File: src/rtl/bitser_tx.sv
// Bit-serial operand transmitter: loads an operand pair and streams it LSB-first, one bit of each per beat.
// Optional macro BITSER_TX_SUM_EN adds a running serial sum (ser_sum) and carry-out (ser_cout).
module bitser_tx #(
    parameter int WIDTH = 8
) (
    input  logic             clk,
    input  logic             rst,
    input  logic             in_valid,
    output logic             in_ready,
    input  logic [WIDTH-1:0] in_a,
    input  logic [WIDTH-1:0] in_b,
    output logic             ser_valid,
    input  logic             ser_ready,
    output logic             ser_a,
    output logic             ser_b,
    output logic             ser_last,
`ifdef BITSER_TX_SUM_EN
    output logic             ser_sum,
    output logic             ser_cout,
`endif
    output logic             busy
);

    // Handshakes (both ports): a transfer happens on a rising edge where valid & ready are both 1;
    // a valid source holds its data stable until that edge.

    localparam int CW = (WIDTH > 1) ? $clog2(WIDTH) : 1;
    localparam logic [CW-1:0] CNT_PENULT = CW'(WIDTH - 2);

    typedef enum logic {
        S_IDLE  = 1'b0,
        S_SHIFT = 1'b1
    } state_t;

    state_t           r_state;
    logic [WIDTH-1:0] r_sh_a;
    logic [WIDTH-1:0] r_sh_b;
    logic [CW-1:0]    r_cnt;
    logic             r_valid;
    logic             r_last;

    logic w_beat;
    logic w_load;

    assign w_beat   = r_valid & ser_ready;
    assign in_ready = (r_state == S_IDLE) | (r_last & ser_ready);
    assign w_load   = in_valid & in_ready;

    assign ser_valid = r_valid;
    assign ser_a     = r_sh_a[0];
    assign ser_b     = r_sh_b[0];
    assign ser_last  = r_last;
    assign busy      = (r_state == S_SHIFT);

    // A load always wins: at the last beat it overwrites the shifted regs so the next beat is bit 0.
    always_ff @(posedge clk or posedge rst) begin
        if (rst) begin
            r_state <= S_IDLE;
            r_sh_a  <= '0;
            r_sh_b  <= '0;
            r_cnt   <= '0;
            r_valid <= 1'b0;
            r_last  <= 1'b0;
        end else if (w_load) begin
            r_state <= S_SHIFT;
            r_sh_a  <= in_a;
            r_sh_b  <= in_b;
            r_cnt   <= '0;
            r_valid <= 1'b1;
            r_last  <= 1'b0;
        end else if (w_beat) begin
            r_sh_a <= {1'b0, r_sh_a[WIDTH-1:1]};
            r_sh_b <= {1'b0, r_sh_b[WIDTH-1:1]};
            if (r_last) begin
                r_state <= S_IDLE;
                r_cnt   <= '0;
                r_valid <= 1'b0;
                r_last  <= 1'b0;
            end else begin
                r_cnt  <= r_cnt + CW'(1);
                r_last <= (r_cnt == CNT_PENULT);
            end
        end
    end

`ifdef BITSER_TX_SUM_EN
    logic r_carry;
    logic w_cout;

    assign w_cout   = (r_sh_a[0] & r_sh_b[0]) | (r_carry & (r_sh_a[0] ^ r_sh_b[0]));
    assign ser_sum  = r_sh_a[0] ^ r_sh_b[0] ^ r_carry;
    assign ser_cout = w_cout;

    always_ff @(posedge clk or posedge rst) begin
        if (rst) begin
            r_carry <= 1'b0;
        end else if (w_load) begin
            r_carry <= 1'b0;
        end else if (w_beat) begin
            r_carry <= w_cout;
        end
    end
`endif

endmodule

File: config.mk
export PLATFORM = sky130hd
export DESIGN_NAME = bitser_tx
export DESIGN_NICKNAME = d
export VERILOG_FILES = /design/src/rtl/bitser_tx.sv
export SDC_FILE = /design/constraint.sdc
export NUM_CORES = 1
export LEC_CHECK = 0
export ABC_CLOCK_PERIOD_IN_PS = 1300
export CAP_MARGIN = 20
export CORE_ASPECT_RATIO = 0.75
export CORE_MARGIN = 2
export CORE_UTILIZATION = 35
export CTS_CLUSTER_SIZE = 20
export DETAILED_ROUTE_END_ITERATION = 16
export GPL_TIMING_DRIVEN = 0
export PLACE_DENSITY = 0.67
export SLEW_MARGIN = 25
export SYNTH_ARGS = -nofsm -noshare
export SYNTH_HDL_FRONTEND = slang
export SYNTH_SLANG_ARGS = --single-unit
File: constraint.sdc
create_clock -name clk -period 1.3 [get_ports clk]
set_clock_uncertainty 0.2 [all_clocks]
set_input_delay 0.195 -clock clk [delete_from_list [all_inputs] [get_ports clk]]
set_output_delay 0.195 -clock clk [all_outputs]
set_load 0.01 [all_outputs]
Word level (Yosys, flattened, before mapping)

Cells that the tools add are included.

Output and inout bits: 6
Memory bits (read-only): 0
Latch bits: 0
RAM bits: 0
Logic and storage cells: 28
Memories kept: 0
Input bits: 20
Register bits after elaboration: 21

Reductions and logical operators: 3
Divide/modulo/power cells: 0
Order comparisons: 0
Muxes and demuxes: 13
Bitwise operators: 5
Shift-type cells: 0
$add $sub $neg: 1
$mul: 0
Eq/ne operators: 1

Operator list:

| operator                                                       | count |
|---|---|
| 8-bit two-way mux                                              | 4 |
| 3-bit two-way mux                                              | 3 |
| 1-bit two-way mux                                              | 6 |
| 2-bit nonzero test                                             | 2 |
| 3-bit by 1-bit adder with 3-bit output (second input constant) | 1 |
| 1-bit bitwise AND                                              | 3 |
| 3-bit == test (second input constant)                          | 1 |
| 2-bit AND reduction                                            | 1 |
| 1-bit NOT                                                      | 1 |
| 1-bit bitwise OR                                               | 1 |

Logic depth before layout (Yosys ltp)

Depth in word-level cells: 5
Mapped depth: 5
Gate-level depth less buffers: 4

Least setup slack after synthesis

Ideal clock, no wire load.

Path type: register to register
From: register r_valid (netlist: ser_valid)
To: register r_sh_b[2]
Setup time: 0.119 ns
Path buffers: 1
Stages on the path, launching flop included: 5
Slack: -0.186 ns
Data arrival time: 1.167 ns
Period minus slack after synthesis: 1.486 ns
Path through: dfrtp_1 > nand2_1 > dlymetal6s2s_1 > mux2i_1 > o21ai_2

Cells in the longest elaborated chain, start to end: 4
Elaborated cells between the ends (all ways): 6
Those cells by class: mux (1); bitwise (4); reduce/logical (1)

Ends and longest elaborated chain:

| element                                                        | RTL line | source |
|---|---|---|
| start: declaration                                             | 39       | `logic r_valid;` |
| start signal: assignment                                       | 62       | `r_valid <= 1'b0;` |
| start signal: assignment                                       | 69       | `r_valid <= 1'b1;` |
| start signal: assignment                                       | 77       | `r_valid <= 1'b0;` |
| 1-bit NOT                                                      | n/a      |  |
| 1-bit bitwise OR                                               | n/a      |  |
| 1-bit bitwise AND                                              | n/a      |  |
| 8-bit two-way mux / 2-bit nonzero test (equally long branches) | n/a      |  |
| end signal: assignment                                         | 67       | `r_sh_b <= in_b;` |
| end signal: assignment                                         | 73       | `r_sh_b <= {1'b0, r_sh_b[WIDTH-1:1]};` |
| end: declaration                                               | 37       | `logic [WIDTH-1:0] r_sh_b;` |

Parallel ways exist; a longest one is shown, timed or not.
A chain may end at the register's enable or synchronous reset.

Worst setup path after layout

From: register r_last (netlist: ser_last)
To: output in_ready

Cells in the longest elaborated chain, start to end: 2

Ends and longest elaborated chain:

| element                  | RTL line | source |
|---|---|---|
| start: declaration       | 40       | `logic r_last;` |
| start signal: assignment | 81       | `r_last <= (r_cnt == CNT_PENULT);` |
| 1-bit bitwise AND        | 46       | `assign in_ready = (r_state == S_IDLE) \| (r_last & ser_ready);` |
| 1-bit bitwise OR         | 46       |  |
| end: declaration         | 9        | `output logic in_ready,` |

Every way passes these cells.

==> qor.csv <==
stage,metric,value,unit
clocking,Root Buffer,clkbuf_8,
routing,ANT nets after route,0,
grt,vias in the first global route,841,
critical_path,CP bufs+invs,2,
routing,routed vias/inst,5.05,
logic_synthesis,Post-Synthesis Cells,98,
layout,sequential cell area,527,sq um
sta,"Slew Viols, Final",0,
sta,final setup vio count,24,
sta,relative slew slack,68.7,%
logic_synthesis,post-synthesis cell type count,23,
sta,fin crit share,118,%
pwr,Leakage,0.692,nW
logic_synthesis,"Avg Cell Area, Syn",11.4,sq um
routing,Routed WL,2430,microns
grt,gr usage total,14.7,%
logic_synthesis,Synth Cell Area,1110,sq um
die,I/O pin total,26,
sta,Peak Freq,0.654,GHz
logic_synthesis,syn_nets,120,
critical_path,crit start category,flip-flop,
flow_run,max_cap viols,0,
die,initial core utilization,37.4,%
placed_design,Port Buf Inserts,24,
routing,DR pass1 iterations,3,
grt,GRT met1 Usage,20.2,%
clocking,Max clock buf depth,2,
critical_path,CP arrival,1.13,ns
grt,initial antenna violation count,0,
logic_synthesis,Post-synth EDFFs,0,
critical_path,"Cell Chain, Critical Path","a21bo_2, buf_6, buf_6",
critical_path,"CP delay by family, top",flip-flops,
logic_synthesis,synth warn,0,
die,die width,69.1,microns
grt,pin count of the biggest net entering global routing,22,
critical_path,"Req. time, crit path",0.90,ns
clocking,CTS tree,done,
routing,Via Count,863,
layout,Area growth syn-to-layout,45.3,%
logic_synthesis,"Primary FF master, synth",dfrtp_1,
worst_hold_path,Worst Hold Class,input port to asynchronous set/reset pin,
routing,1st-iter DRT viols,56,
placed_design,Placer Congestion,0.744,
die,Chip Height,52.8,microns
sta,TNS Setup,-3.99,ns
pwr,VDD IR max,0.750,mV
die,Die Footprint,3650,sq um
clocking,CTS Sinks,21,
clocking,CTS Buf Count,3,
layout,Filler cells,287,
status,failing checks,negative setup slack,
sta,"Hold Vio Cnt, Final",0,
critical_path,critical path endpoint category,primary output,
critical_path,Setup CP Type,flip-flop to primary output,
critical_path,Worst path max stage delay,0.41,ns
layout,# nets final,156,
logic_synthesis,Yosys reg bits,21,
layout,ratio of cells with drive above 1 in the final layout,41.4,%
critical_path,Crit-path slowest cell,dfrtp_2,
status,status,"complete, but fails checks",
clocking,H-tree depth,1,
placed_design,post-DP HPWL,1620,microns
sta,Worst-Margin Slew,0.469,ns
layout,Diodes inserted,0,
die,core area,2980,sq um
critical_path,flop-to-flop setup slack,-0.19,ns
grt,first-pass GRT wire length,4050,microns
clocking,Worst-Skew Late Latency,0.27,ns
critical_path,Worst Path Max Fanout,2,
critical_path,CP most frequent cell,buf_6,
logic_synthesis,sequential cell area fraction in the yosys report,47.2,%
sta,Final WS setup,-0.229,ns
grt,met3 layer usage reported by global route,4.42,%
grt,GR met2 Demand/Resource,22.0,%
routing,WL/cell,14.2,microns
layout,"most common cell after layout, fill and taps aside",dfrtp_1,
layout,area of the multi-input gates,577,sq um
clocking,"Clk pin slew, worst setup/hold paths",0.08,ns
die,row cnt,17,
pwr,PwrDens,1580,nW/um^2
layout,highest-count cells in the layout ignoring fill and taps,"dfrtp_1 (20), clkdlybuf4s50_1 (17), nand3_1 (16), o21ai_2 (16), mux2i_1 (9)",
grt,global route overflow,0,
routing,DRC Markers,0,
logic_synthesis,Post-synth ARST share,100,%
sta,RSZ-0062 raised after global routing,yes,
grt,GRT busiest layer,met2,
placed_design,DP Worst Slack,-0.867,ns
sta,post-layout min period,1.53,ns
## where the power goes
part           internal, W  switching, W  leakage [nW]
Combinational     0.000588      0.000448         0.394
Clock             0.000219      0.000227        0.0228
Sequential        0.000886      0.000184         0.275
Total              0.00169      0.000858         0.692
## metal layers
| layer | part of all wire, % | vias to the layer above | wire, microns |
|---|---|---|---|
| met5 | 0 | - | 0 |
| met4 | 1.7 | 0 | 42 |
| met3 | 4.9 | 5 | 120 |
| met2 | 44 | 22 | 1070 |
| met1 | 49 | 413 | 1200 |
| li1 | - | 423 | - |
## kinds of logic after synthesis
kind of cell / share of synthesized area, %
flops: 47.2
buf+inv: 7.09
fa+ha+maj: 2.25
simple gates: 13.4
mux: 12.6
compound gates: 17.4
## synthesized netlist by cell type, drive strengths merged (2+ instances only)
library cell,instances,area share (%)
o21ai,17,13
a21oi,2,1.6
nand2,6,2.0
clkbuf,2,0.68
inv,2,0.68
ha,2,2.2
buf,6,4.6
dfrtp,21,47
mux2i,14,13
nand3,16,7.2
## per-stage QoR
stage          hold slack, ns  instances  total power [W]  util, %  area [sq um]
6_report               0.0866        171          0.00255     54.3          1620
5_1_grt                 0.138        171          0.00271     54.3          1620
4_1_cts                 0.138        172          0.00248     52.6          1570
3_5_place_dp            0.322        160          0.00190     47.1          1400
3_3_place_gp            0.323        160          0.00186     47.1          1400
2_1_floorplan         -0.0285         98          0.00160        -          1120
## cell type report
type	count	share of cell area, %
buffer	8	6.04
clock buffer	4	2.79
inverter	2	0.697
multi-input combinational	66	35.7
sequential	21	32.6
tap	38	2.94
timing repair buffer	32	19.3
## path summary, 6_finish.rpt
kind	start	end	cells past startpoint
setup / recovery	ser_last$_DFFE_PP0P_	in_ready	3
hold / removal	rst	r_cnt[0]$_DFFE_PP0P_	2
setup reg to reg	ser_last$_DFFE_PP0P_	r_sh_a[2]$_DFFE_PP0P_	5
hold reg to reg	r_sh_a[7]$_DFFE_PP0P_	r_sh_a[7]$_DFFE_PP0P_	2
max in group asynchronous	rst	ser_last$_DFFE_PP0P_	2
min in group clk	in_valid	r_sh_a[6]$_DFFE_PP0P_	3
## state kept, by name, summed over array words and instances (netlist names)
signal / count
r_sh_a: 8
r_sh_b: 8
r_cnt: 3
ser_last: 1
ser_valid: 1
## repair_timing
item,4_1_cts,5_1_grt
gates cloned,1,0
hold buffers,0,0
setup buffers,7,0
pin swaps,3,1
endpoints found under the setup margin,26,48
gates resized for setup,33,20
## worst register-to-register path, cell delays in order (launching register included)
cell	delay (ns)
dfrtp_2	0.41
a21bo_2	0.23
buf_6	0.12
and2_4	0.19
buf_12	0.16
o21ai_2	0.12
No activity file was read; power rests on OpenSTA's default activity.
